==> src/rtl/branch_ctrl.sv <==
// Branch predictor (2-bit counter BHT) and EX mispredict redirect controller.
// Optional BRANCH_CTRL_PERF_EN adds br_count / mispred_count outputs.
module branch_ctrl #(
    parameter int BHT_ENTRIES = 16,
    parameter int FLUSH_DEPTH = 2
) (
    input  logic        clk,
    input  logic        rst_n,
    input  logic [31:0] if_pc,
    output logic        pred_taken,
    input  logic        ex_valid,
    input  logic        ex_branch,
    input  logic [31:0] ex_pc,
    input  logic [31:0] ex_target,
    input  logic        ex_br_taken,
    input  logic        ex_pred_taken,
    input  logic        stall,
    output logic        flush,
    output logic        redirect_valid,
    output logic [31:0] redirect_pc
`ifdef BRANCH_CTRL_PERF_EN
    ,
    output logic [31:0] br_count,
    output logic [31:0] mispred_count
`endif
);

    localparam int IDXW = $clog2(BHT_ENTRIES);
    localparam int CNTW = $clog2(FLUSH_DEPTH + 1);

    typedef enum logic [1:0] {IDLE, REDIRECT, SQUASH} state_t;

    state_t            r_state;
    logic [1:0]        r_bht [BHT_ENTRIES];
    logic [CNTW-1:0]   r_sq_cnt;

    logic [IDXW-1:0]   w_if_idx;
    logic [IDXW-1:0]   w_ex_idx;
    logic              w_res;
    logic              w_mispred;
    logic              w_unused;

    assign w_if_idx   = if_pc[IDXW+1:2];
    assign w_ex_idx   = ex_pc[IDXW+1:2];
    assign w_res      = ex_valid & ex_branch & ~stall & (r_state == IDLE);
    assign w_mispred  = w_res & (ex_br_taken != ex_pred_taken);
    assign pred_taken = r_bht[w_if_idx][1];
    assign w_unused   = &{1'b0, if_pc};

    // Lookup reads the pre-update value, so same-index updates show next cycle.
    always_ff @(posedge clk or negedge rst_n) begin
        if (!rst_n) begin
            for (int i = 0; i < BHT_ENTRIES; i++) r_bht[i] <= 2'b01;
        end else if (w_res) begin
            if (ex_br_taken && r_bht[w_ex_idx] != 2'b11)
                r_bht[w_ex_idx] <= r_bht[w_ex_idx] + 2'b01;
            else if (!ex_br_taken && r_bht[w_ex_idx] != 2'b00)
                r_bht[w_ex_idx] <= r_bht[w_ex_idx] - 2'b01;
        end
    end

    always_ff @(posedge clk or negedge rst_n) begin
        if (!rst_n) begin
            r_state        <= IDLE;
            flush          <= 1'b0;
            redirect_valid <= 1'b0;
            redirect_pc    <= 32'h0;
            r_sq_cnt       <= '0;
        end else begin
            case (r_state)
                IDLE: begin
                    if (w_mispred) begin
                        r_state        <= REDIRECT;
                        flush          <= 1'b1;
                        redirect_valid <= 1'b1;
                        redirect_pc    <= ex_br_taken ? ex_target : ex_pc + 32'd4;
                    end
                end
                REDIRECT: begin
                    if (!stall) begin
                        r_state        <= SQUASH;
                        flush          <= 1'b0;
                        redirect_valid <= 1'b0;
                        r_sq_cnt       <= CNTW'(FLUSH_DEPTH);
                    end
                end
                SQUASH: begin
                    // Wrong-path EX resolutions drain here; only advancing cycles count.
                    if (!stall) begin
                        r_sq_cnt <= r_sq_cnt - CNTW'(1);
                        if (r_sq_cnt <= CNTW'(1)) r_state <= IDLE;
                    end
                end
                default: begin
                    r_state        <= IDLE;
                    flush          <= 1'b0;
                    redirect_valid <= 1'b0;
                end
            endcase
        end
    end

`ifdef BRANCH_CTRL_PERF_EN
    always_ff @(posedge clk or negedge rst_n) begin
        if (!rst_n) begin
            br_count      <= 32'h0;
            mispred_count <= 32'h0;
        end else begin
            if (w_res)     br_count      <= br_count + 32'd1;
            if (w_mispred) mispred_count <= mispred_count + 32'd1;
        end
    end
`endif

endmodule

==> config.mk <==
export PLATFORM = sky130hd
export DESIGN_NAME = branch_ctrl
export DESIGN_NICKNAME = d
export VERILOG_FILES = /design/src/rtl/branch_ctrl.sv
export SDC_FILE = /design/constraint.sdc
export NUM_CORES = 1
export LEC_CHECK = 0
export CORE_MARGIN = 5
export CORE_UTILIZATION = 47
export DETAILED_ROUTE_END_ITERATION = 7
export GPL_TIMING_DRIVEN = 0
export PLACE_DENSITY = 0.82
export SYNTH_ARGS = -nofsm -noshare
export SYNTH_HDL_FRONTEND = slang
export SYNTH_SLANG_ARGS = --single-unit
==> constraint.sdc <==
create_clock -name clk -period 3.85 [get_ports clk]
set_clock_uncertainty 0.15 [all_clocks]
set_input_delay 0.77 -clock clk [delete_from_list [all_inputs] [get_ports clk]]
set_output_delay 0.77 -clock clk [all_outputs]
set_load 0.02 [all_outputs]
* Word level (Yosys, flattened, before mapping)
Cells that the tools add are included.
** Word-level totals
- Output and inout bits :: 35
- Latch bits :: 0
- Bits in registers :: 69
- Logic and storage cells :: 80
- RAM bits :: 0
- Memories :: 0
- Bits in read-only memories :: 0
- Input port bits :: 103
** Operators by class
- Div/mod/pow operators :: 0
- Magnitude comparators :: 4
- Bitwise gates (word level) :: 8
- $mul :: 0
- Reduce and logical (&&, ||, !) cells :: 13
- $add $sub $neg :: 4
- Shifts and indexed selects :: 0
- Equality and inequality tests :: 8
- Muxes and demuxes :: 23
** Operators with widths (number)
- 2-to-1 mux 32 bit :: 3
- bitwise mux 32 bit :: 2
- adder 32 x 3 -> 32 bit, second input constant :: 1
- 2-to-1 mux 2 bit :: 10
- binary-select mux 2 bit (select 4 bit) :: 2
- >= comparator 5 bit, second input constant :: 2
- != test 2 bit, second input constant :: 5
- NOT 4 -> 5 bit :: 2
- demux 2 bit (select 4 bit) :: 1
- case mux 2 bit (3 select lines) :: 1
- AND reduction 3 bit :: 2
- nonzero test 2 bit :: 3
- less-than comparator 5 x 1 -> 1 bit, second input constant :: 1
- bitwise AND 1 bit :: 4
- case mux 2 bit (2 select lines) :: 1
- AND reduction 2 bit :: 2
- AND reduction 4 bit :: 1
- subtractor 2 x 1 -> 2 bit, second input constant :: 2
- logical AND 1 bit :: 3
- case mux 1 bit (3 select lines) :: 1
- adder 2 x 1 -> 2 bit, second input constant :: 1
- equality test 2 x 1 -> 1 bit, second input constant :: 1
- equality test 2 bit, second input constant :: 1
- <= comparator 2 x 1 -> 1 bit, second input constant :: 1
- other kinds (5) :: 7

* Longest topological paths before layout
Gate-level depths: netlist (run 1).
- Depth after elaboration :: 8
- Depth in mapped cells :: 13
- Mapped depth without buffers :: 11

* Least setup slack after synthesis (run 1)
Ideal clock, no wire load.
- Path type :: input -> register
- Start :: input ex_pc[2]
- End :: register r_bht[25] (netlist name)
- Stages :: 13
- Setup slack :: 50 ps
- Setup time :: 125 ps
- Path buffers :: 2
- Required time :: 3575 ps
- Data arrival time :: 3526 ps
- Cell sequence :: buf_2 -> mux4_2 -> nand2_1 -> nand2_1 -> o21ai_1 -> buf_2 -> inv_1 -> ha_1 -> mux2_2 -> nor3_2 -> nand2_1 -> nor3_1 -> mux2_2
** Between the ends
- Cells in the longest elaborated chain, start to end :: 8
- Elaborated cells between the ends (all ways) :: 21
- Classes of those cells :: add/sub: 2; order compare: 2; eq/ne: 1; mux: 9; bitwise: 1; reduce/logical: 6
** Ends and longest elaborated chain
- start: declaration :: line 13 : input logic [31:0] ex_pc,
- NOT 4 -> 5 bit (not written as such) (*)
- binary-select mux 2 bit (select 4 bit), or another cell as far along
- 2-to-1 mux 2 bit (not written as such) / logical AND 1 bit (equally long branches)
- 2-to-1 mux 2 bit, on equally long branches
- subtractor 2 x 1 -> 2 bit, or another cell as far along :: line 58 : r_bht[w_ex_idx] <= r_bht[w_ex_idx] - 2'b01;
- bitwise mux 32 bit, or another cell as far along :: line 58
- 2-to-1 mux 32 bit / nonzero test 2 bit (equally long branches)
- 2-to-1 mux 32 bit / AND reduction 2 bit (equally long branches)
- end signal: indexed assignment :: line 56 : r_bht[w_ex_idx] <= r_bht[w_ex_idx] + 2'b01;
- end signal: indexed assignment :: line 58
- end: declaration :: line 34 : logic [1:0] r_bht [BHT_ENTRIES];
Every way passes the cells marked *; elsewhere a longest branch is shown, timed or not. The select of a mux whose other input is x is not followed.
A chain may end at the register's enable or synchronous reset.

* Worst setup path in the final report (run 1)
- Start :: input ex_pc[2]
- End :: register r_bht[11] (netlist name)
Same word-level chain as after synthesis.

==> impl_metrics.csv, run 1 <==
group,metric,value,unit
status,status,"finished, final reports clean",
hold_path,hp-class,"register to register",
finish,drive_above_1_share,22.43,%
synthesis,async_flop_share,100.0,%
synthesis,ys_ff_latch,69,
setup_path,cp_slowest_stage_delay,510,ps
setup_path,cp_max_fo,10,
floorplanning,die_w,104.7,um
finish,multi_input_area,2390,um^2
setup_path,crit_chain,"clkbuf_2 -> buf_8 -> mux4_2 -> nand2_1 -> nand3_1 -> o21ai_4 -> buf_4 -> inv_1 -> ha_1 -> mux2_2 -> nor3_4 -> nand2_2 -> nor2_1 -> mux2_2",
drt,route.vias.total,3685,
drt,drc,0,
setup_path,cp_top_family,"multiplexers",
synthesis,syn-num-nets,521,
global_route,grt_max_degree,70,
synthesis,syn_area,4213,um^2
clocking,root_buffer,"clkbuf_8",
clocking,cts_tree,"done",
drt,drt_iter0_markers,145,
finish,diodes,0,
floorplanning,io_pins,138,
clocking,cts.path.max_buffers,2,
synthesis,synth.distinct_cells,46,
power_and_ir_drop,leakagePower,2.288,nW
floorplanning,dieArea,10960,um^2
clocking,cts-htree-levels,3,
synthesis,synth_cells,411,
drt,wl_per_cell,18.10,um
floorplanning,initial_core_util,48.31,%
timing,fin_crit,3734,ps
placement,dp_hpwl,8979,um
floorplanning,fp.dieH,104.7,um
setup_path,crit_arrival,3810,ps
placement,place.gp.congestion,0.8615,
setup_path,crit_type,"primary input to register",
setup_path,startpoint_type,"primary input",
synthesis,synth_ff_type,"dfrtp_1",
timing,hold_viol_final,0,
timing,max-slew-margin-rel,40.94,%
timing,finalWorstSetupSlack,116.1,ps
floorplanning,core_area,8721,um^2
timing,rsz0062_at_grt,"true",
global_route,antenna_found_initial,0,
finish,n_fill_cell,663,
placement,pre_cts_slack,-1270,ps
synthesis,ys_seq_area_share,41.46,%
job,timing.max_cap.violations,0,
drt,viasPerCell,5.731,
finish,regArea,1747,um^2
synthesis,synth-warning-count,0,
finish,syn2layout_area_growth,35.76,%
global_route,grt_pass1_wl,18980,um
timing,finalMaxSlewViolations,0,
placement,io_buffers,107,
clocking,clk_transition_reported_paths,70,ps
synthesis,synth_edf_count,0,
clocking,clock_latency,350,ps
finish,nets,640,
timing,final-setup-viol-count,0,
drt,dr.pass1.iters,4,
power_and_ir_drop,p_per_area,412.0,nW/um^2
timing,fmax,267.8,MHz
floorplanning,rows,34,
timing,fin_crit_sh,96.98,%
drt,drt_wl_total,11640,um
timing,setup_tns,0,ps
setup_path,end_kind,"register",
synthesis,avgSynthCellArea,10.25,um^2
setup_path,cp_common_cell,"mux2_2",
setup_path,slowest_stage,"mux4_2",
setup_path,critPathRequiredTime,3930,ps
global_route,track_usage,21.34,%
timing,worst_pin_slew,885.9,ps
global_route,grt_pass1_vias,3741,
global_route,grt_overflow_total,0,
setup_path,path_buf_inv,4,
clocking,numCtsBuffers,9,
clocking,cts_sinks,69,
power_and_ir_drop,vdd_drop_max,259.4,uV
drt,ant_nets,0,
[layout by cell type, fill, tap and decap left out, types with 6 or more instances in the layout]
master	netlist	routed
nor2_2	0	9
a22oi_1	14	14
o21ai_0	22	22
ha_1	7	7
xnor2_1	20	20
nand2_1	47	43
nand3_1	14	14
mux2i_1	6	6
clkbuf_8	0	12
dfstp_2	16	16
clkdlybuf4s50_1	0	103
dfrtp_1	53	53
clkbuf_1	17	17
o221ai_1	6	6
a21oi_1	11	11
mux2_2	38	38
nor3_1	19	15
xor2_1	8	8
mux4_2	14	14
inv_1	14	14
nor2_1	28	19
[routing by layer]
layer	wire length (um)	vias to the layer above	track usage, %	share of wire (%)
li1	-	1739	-	-
met5	0	-	0	0
met4	233	0	7.489	2.0
met3	699	21	5.425	6.0
met2	6031	125	36.61	52
met1	4676	1800	26.13	40
[cells in the mapped netlist, types with 2 or more instances]
| cell | count | area (um^2) |
|---|---|---|
| dfrtp_1 | 53 | 1326 |
| nand2_1 | 47 | 176.4 |
| mux2_2 | 38 | 427.9 |
| nor2_1 | 28 | 105.1 |
| o21ai_0 | 22 | 110.1 |
| xnor2_1 | 20 | 175.2 |
| nor3_1 | 19 | 95.09 |
| clkbuf_1 | 17 | 63.81 |
| dfstp_2 | 16 | 420.4 |
| a22oi_1 | 14 | 105.1 |
| inv_1 | 14 | 52.55 |
| mux4_2 | 14 | 315.3 |
| nand3_1 | 14 | 70.07 |
| a21oi_1 | 11 | 55.05 |
| xor2_1 | 8 | 70.07 |
| ha_1 | 7 | 87.58 |
| mux2i_1 | 6 | 60.06 |
| o221ai_1 | 6 | 52.55 |
| a22o_1 | 5 | 43.79 |
| nand4_1 | 5 | 31.28 |
| buf_2 | 4 | 20.02 |
| o31ai_1 | 4 | 30.03 |
| and3_1 | 3 | 18.77 |
| nand2b_1 | 3 | 18.77 |
| nor2b_1 | 3 | 18.77 |
| nor3_2 | 3 | 30.03 |
| o211ai_1 | 3 | 22.52 |
| nand4_2 | 2 | 25.02 |
| nor4_1 | 2 | 12.51 |
| o21ai_1 | 2 | 10.01 |
| o22a_1 | 2 | 17.52 |
| or4_1 | 2 | 15.01 |
[repair_timing]
item                                    CTS  global route
setup buffers                             1             0
resized for setup                        27            16
pin swaps                                 2             3
endpoints found under the setup margin   33            32
hold buffers                              0             0
[tightest hold or removal path, cell delays in order, from the launching register on]
cell and delay (ps):
dfrtp_1 340, nand2_1 40, o21ai_0 60
[stage by stage]
| step | power [mW] | cells | util (%) | cell area, um^2 | hold slack (ps) |
|---|---|---|---|---|---|
| 2_1_floorplan | 1.405 | 411 | - | 4213 | 324.4 |
| 3_3_place_gp | 1.778 | 626 | 62.14 | 5419 | 311.7 |
| 3_5_place_dp | 1.807 | 626 | 62.11 | 5416 | 320.4 |
| 4_1_cts | 2.372 | 643 | 65.24 | 5689 | 335.9 |
| 5_1_grt | 2.486 | 643 | 65.58 | 5719 | 367.4 |
| 6_report | 2.357 | 643 | 65.58 | 5719 | 329.8 |
[worst paths after layout]
kind | depth (start not counted) | end | start | slack, ps
worst max-delay path | 14 | r_bht[11]$_DFFE_PN0P_ | ex_pc[2] | 120
worst min-delay path | 2 | redirect_pc[8]$_DFFE_PN0P_ | redirect_pc[8]$_DFFE_PN0P_ | 330
worst max register to register | 12 | r_bht[11]$_DFFE_PN0P_ | register | 580
worst min register to register | 2 | redirect_pc[8]$_DFFE_PN0P_ | redirect_pc[8]$_DFFE_PN0P_ | 330
max in group asynchronous | 1 | r_bht[13]$_DFFE_PN0P_ | rst_n | 2570
min in group asynchronous | 1 | redirect_valid$_DFFE_PN0P_ | rst_n | 390
[power by group]
| group | total (mW) | switching (mW) | internal, mW |
|---|---|---|---|
| combinational | 0.824 | 0.394 | 0.430 |
| clock | 0.551 | 0.264 | 0.287 |
| sequential | 0.982 | 0.0936 | 0.888 |
| total | 2.36 | 0.751 | 1.61 |
[logic make-up after synthesis]
group,count (synthesis),share of synthesized area [%]
multiplexers,58,19.07
flip-flops,69,41.46
XOR/XNOR,28,5.821
AO/OA/AOI/OAI,74,11.67
AND/OR/NAND/NOR,137,16.13
buffers and inverters,38,3.772
adder cells (fa/ha/maj),7,2.079
[layout make-up]
class                      count  area share [%]
timing repair buffer         108           18.75
clock inverter                 1         0.08751
tap                          108           2.363
clock buffer                  15           3.085
buffer                        24           2.472
inverter                      14          0.9188
multi-input combinational    304           41.79
sequential                    69           30.54
Note: power is estimated with default switching activity, not from simulation.
==> run 2: changes to the inputs <==
--- a/config.mk
+++ b/config.mk
@@ -6,10 +6,9 @@
 export NUM_CORES = 1
 export LEC_CHECK = 0
 export CORE_MARGIN = 5
-export CORE_UTILIZATION = 47
+export CORE_UTILIZATION = 30
 export DETAILED_ROUTE_END_ITERATION = 7
 export GPL_TIMING_DRIVEN = 0
-export PLACE_DENSITY = 0.82
 export SYNTH_ARGS = -nofsm -noshare
 export SYNTH_HDL_FRONTEND = slang
 export SYNTH_SLANG_ARGS = --single-unit
==> impl_metrics.csv, run 2 (synthesized netlist as in run 1, its figures left out) <==
group,metric,value,unit
status,status,"finished, final reports clean",
finish,final_common_cell,"clkdlybuf4s50_1",
placement,io_buffers,107,
finish,final_cell_mix,"103 x clkdlybuf4s50_1, 53 x dfrtp_1, 43 x nand2_1",
finish,syn2layout_area_growth,41.19,%
timing,finalMaxSlewViolations,0,
timing,worst_pin_slew,737.7,ps
clocking,cts_sinks,69,
setup_path,reg2reg_to,"r_bht[13]$_DFFE_PN0P_",
drt,drt_iter0_markers,272,
clocking,numCtsBuffers,9,
timing,fin_crit_sh,95.83,%
setup_path,startpoint_type,"primary input",
drt,route.vias.total,3710,
setup_path,worst-path-stages,15,
setup_path,cp_max_fo,10,
clocking,clk_transition_reported_paths,50,ps
power_and_ir_drop,p_per_area,433.6,nW/um^2
placement,place.gp.congestion,0.8598,
setup_path,rr_worst_depth,13,
setup_path,crit_type,"primary input to register",
setup_path,cp_top_family,"buffers and inverters",
clocking,cts-htree-levels,3,
drt,viasPerCell,5.174,
setup_path,critPathRequiredTime,3920,ps
timing,final-setup-viol-count,0,
timing,rsz0062_at_grt,"false",
placement,dp_hpwl,9562,um
timing,max-slew-margin-rel,50.37,%
job,timing.max_cap.violations,0,
hold_path,hp-class,"primary input to async pin",
clocking,root_buffer,"clkbuf_16",
setup_path,critical_path.startpoint,"ex_pc[3]",
clocking,clock_latency,340,ps
timing,fmax,271.0,MHz
power_and_ir_drop,vdd_drop_max,204.0,uV
drt,wl_per_cell,17.50,um
setup_path,crit_chain,"dlygate4sd2_1 -> clkbuf_8 -> mux4_2 -> nand2_1 -> nand2_1 -> o21ai_4 -> buf_4 -> inv_1 -> ha_1 -> mux2_2 -> nor3_4 -> buf_4 -> nand2_4 -> nor2_2 -> mux2_2",
floorplanning,rows,43,
finish,nets,643,
clocking,cts.path.max_buffers,2,
placement,placedCellCount,699,
global_route,grt_pass1_vias,3816,
floorplanning,dieArea,16510,um^2
floorplanning,fp.dieH,128.5,um
timing,holdWs,297.1,ps
setup_path,slowest_stage,"mux2_2",
timing,hold_viol_final,0,
clocking,cts_tree,"done",
global_route,grt_pass1_wl,19890,um
drt,drt_wl_total,12550,um
floorplanning,io_pins,138,
global_route,grt_overflow_total,0,
setup_path,crit_arrival,3760,ps
global_route,track_usage,15.31,%
power_and_ir_drop,leakagePower,2.361,nW
setup_path,end_kind,"register",
drt,drc,0,
global_route,antenna_found_initial,0,
finish,fin_cells,717,
global_route,grt_max_degree,70,
drt,dr.pass1.iters,4,
finish,drive_above_1_share,22.91,%
drt,ant_nets,0,
floorplanning,core_area,13830,um^2
timing,fin_crit,3690,ps
setup_path,cp_slowest_stage_delay,360,ps
finish,diodes,0,
setup_path,critPathCapture,"r_bht[13]$_DFFE_PN0P_",
setup_path,r2r_slack,670,ps
floorplanning,die_w,128.5,um
floorplanning,initial_core_util,30.47,%
finish,n_fill_cell,1277,
setup_path,path_buf_inv,5,
==> run 2: cell count changes in the layout (fill, tap and decap cells not counted), sizes merged <==
cell          change
buf               +4
clkbuf            -2
clkinv            -1
clkinvlp          +1
dlygate4sd2       +1
dlymetal6s2s      -1
==> run 2: worst reg2reg max path, cell delays in order, from the launching register on <==
cell     delay (ps)
dfstp_2         360
mux4_2          470
nand2_1         100
nand2_1          80
o21ai_4         160
buf_4           190
inv_1            60
ha_1            200
mux2_2          290
nor3_4          220
buf_4           170
nand2_4          80
nor2_2          170
mux2_2          360
==> run 2: worst min-delay path by stage <==
stage                     cells after the start                           to                       start
final                                         2         r_bht[5]$_DFFE_PN0P_                       rst_n
after global routing                          2  redirect_pc[10]$_DFFE_PN0P_                       rst_n
after CTS                                     2  redirect_pc[10]$_DFFE_PN0P_                       rst_n
after detailed placement                      2   redirect_pc[1]$_DFFE_PN0P_  redirect_pc[1]$_DFFE_PN0P_
after global placement                        2   redirect_pc[8]$_DFFE_PN0P_  redirect_pc[8]$_DFFE_PN0P_
after floorplan                               0        r_bht[11]$_DFFE_PN0P_                       rst_n
==> run 2: stage by stage <==
stage / power (mW) / cell area, um^2 / util, % / TNS [ps] / worst slack (ps)
detailed placement: 1.818 / 5534 / 40.02 / -40430 / -1364
global placement: 1.793 / 5509 / 39.84 / -70030 / -1306
global route: 2.712 / 5948 / 43.02 / 0 / 2.499
floorplan: 1.405 / 4213 / - / 0 / 49.76
finish: 2.579 / 5948 / 43.02 / 0 / 160.5
CTS: 2.610 / 5896 / 42.64 / 0 / 27.02
==> run 2: layer usage <==
metal  GRT usage (%)  share of wire, %
met4           5.930               1.6
met5               0                 0
met3           4.857               7.1
met1           19.02                42
met2           24.92                49
==> run 2: area by class of cell <==
class / instances / area (um^2) / share of cell area, %
clock buffers: 14 / 264.0 / 4.438
inverters: 14 / 52.55 / 0.8835
multi-input cells: 304 / 2402 / 40.39
clock inverters: 1 / 7.507 / 0.1262
flip-flops and latches: 69 / 1747 / 29.36
plain buffers: 24 / 138.9 / 2.335
repair buffers: 111 / 1111 / 18.68
well taps: 180 / 225.2 / 3.786
==> run 2: timing repair <==
item	4_1_cts	5_1_grt
gates resized for setup	30	16
hold buffers	0	0
buffers inserted	1	2
pin swaps	2	1
setup endpoints to repair	33	32
==> run 2: power breakdown <==
part	internal, mW	switching [mW]
clock	0.468	0.296
combinational	0.433	0.398
sequential	0.890	0.0954
total	1.79	0.789
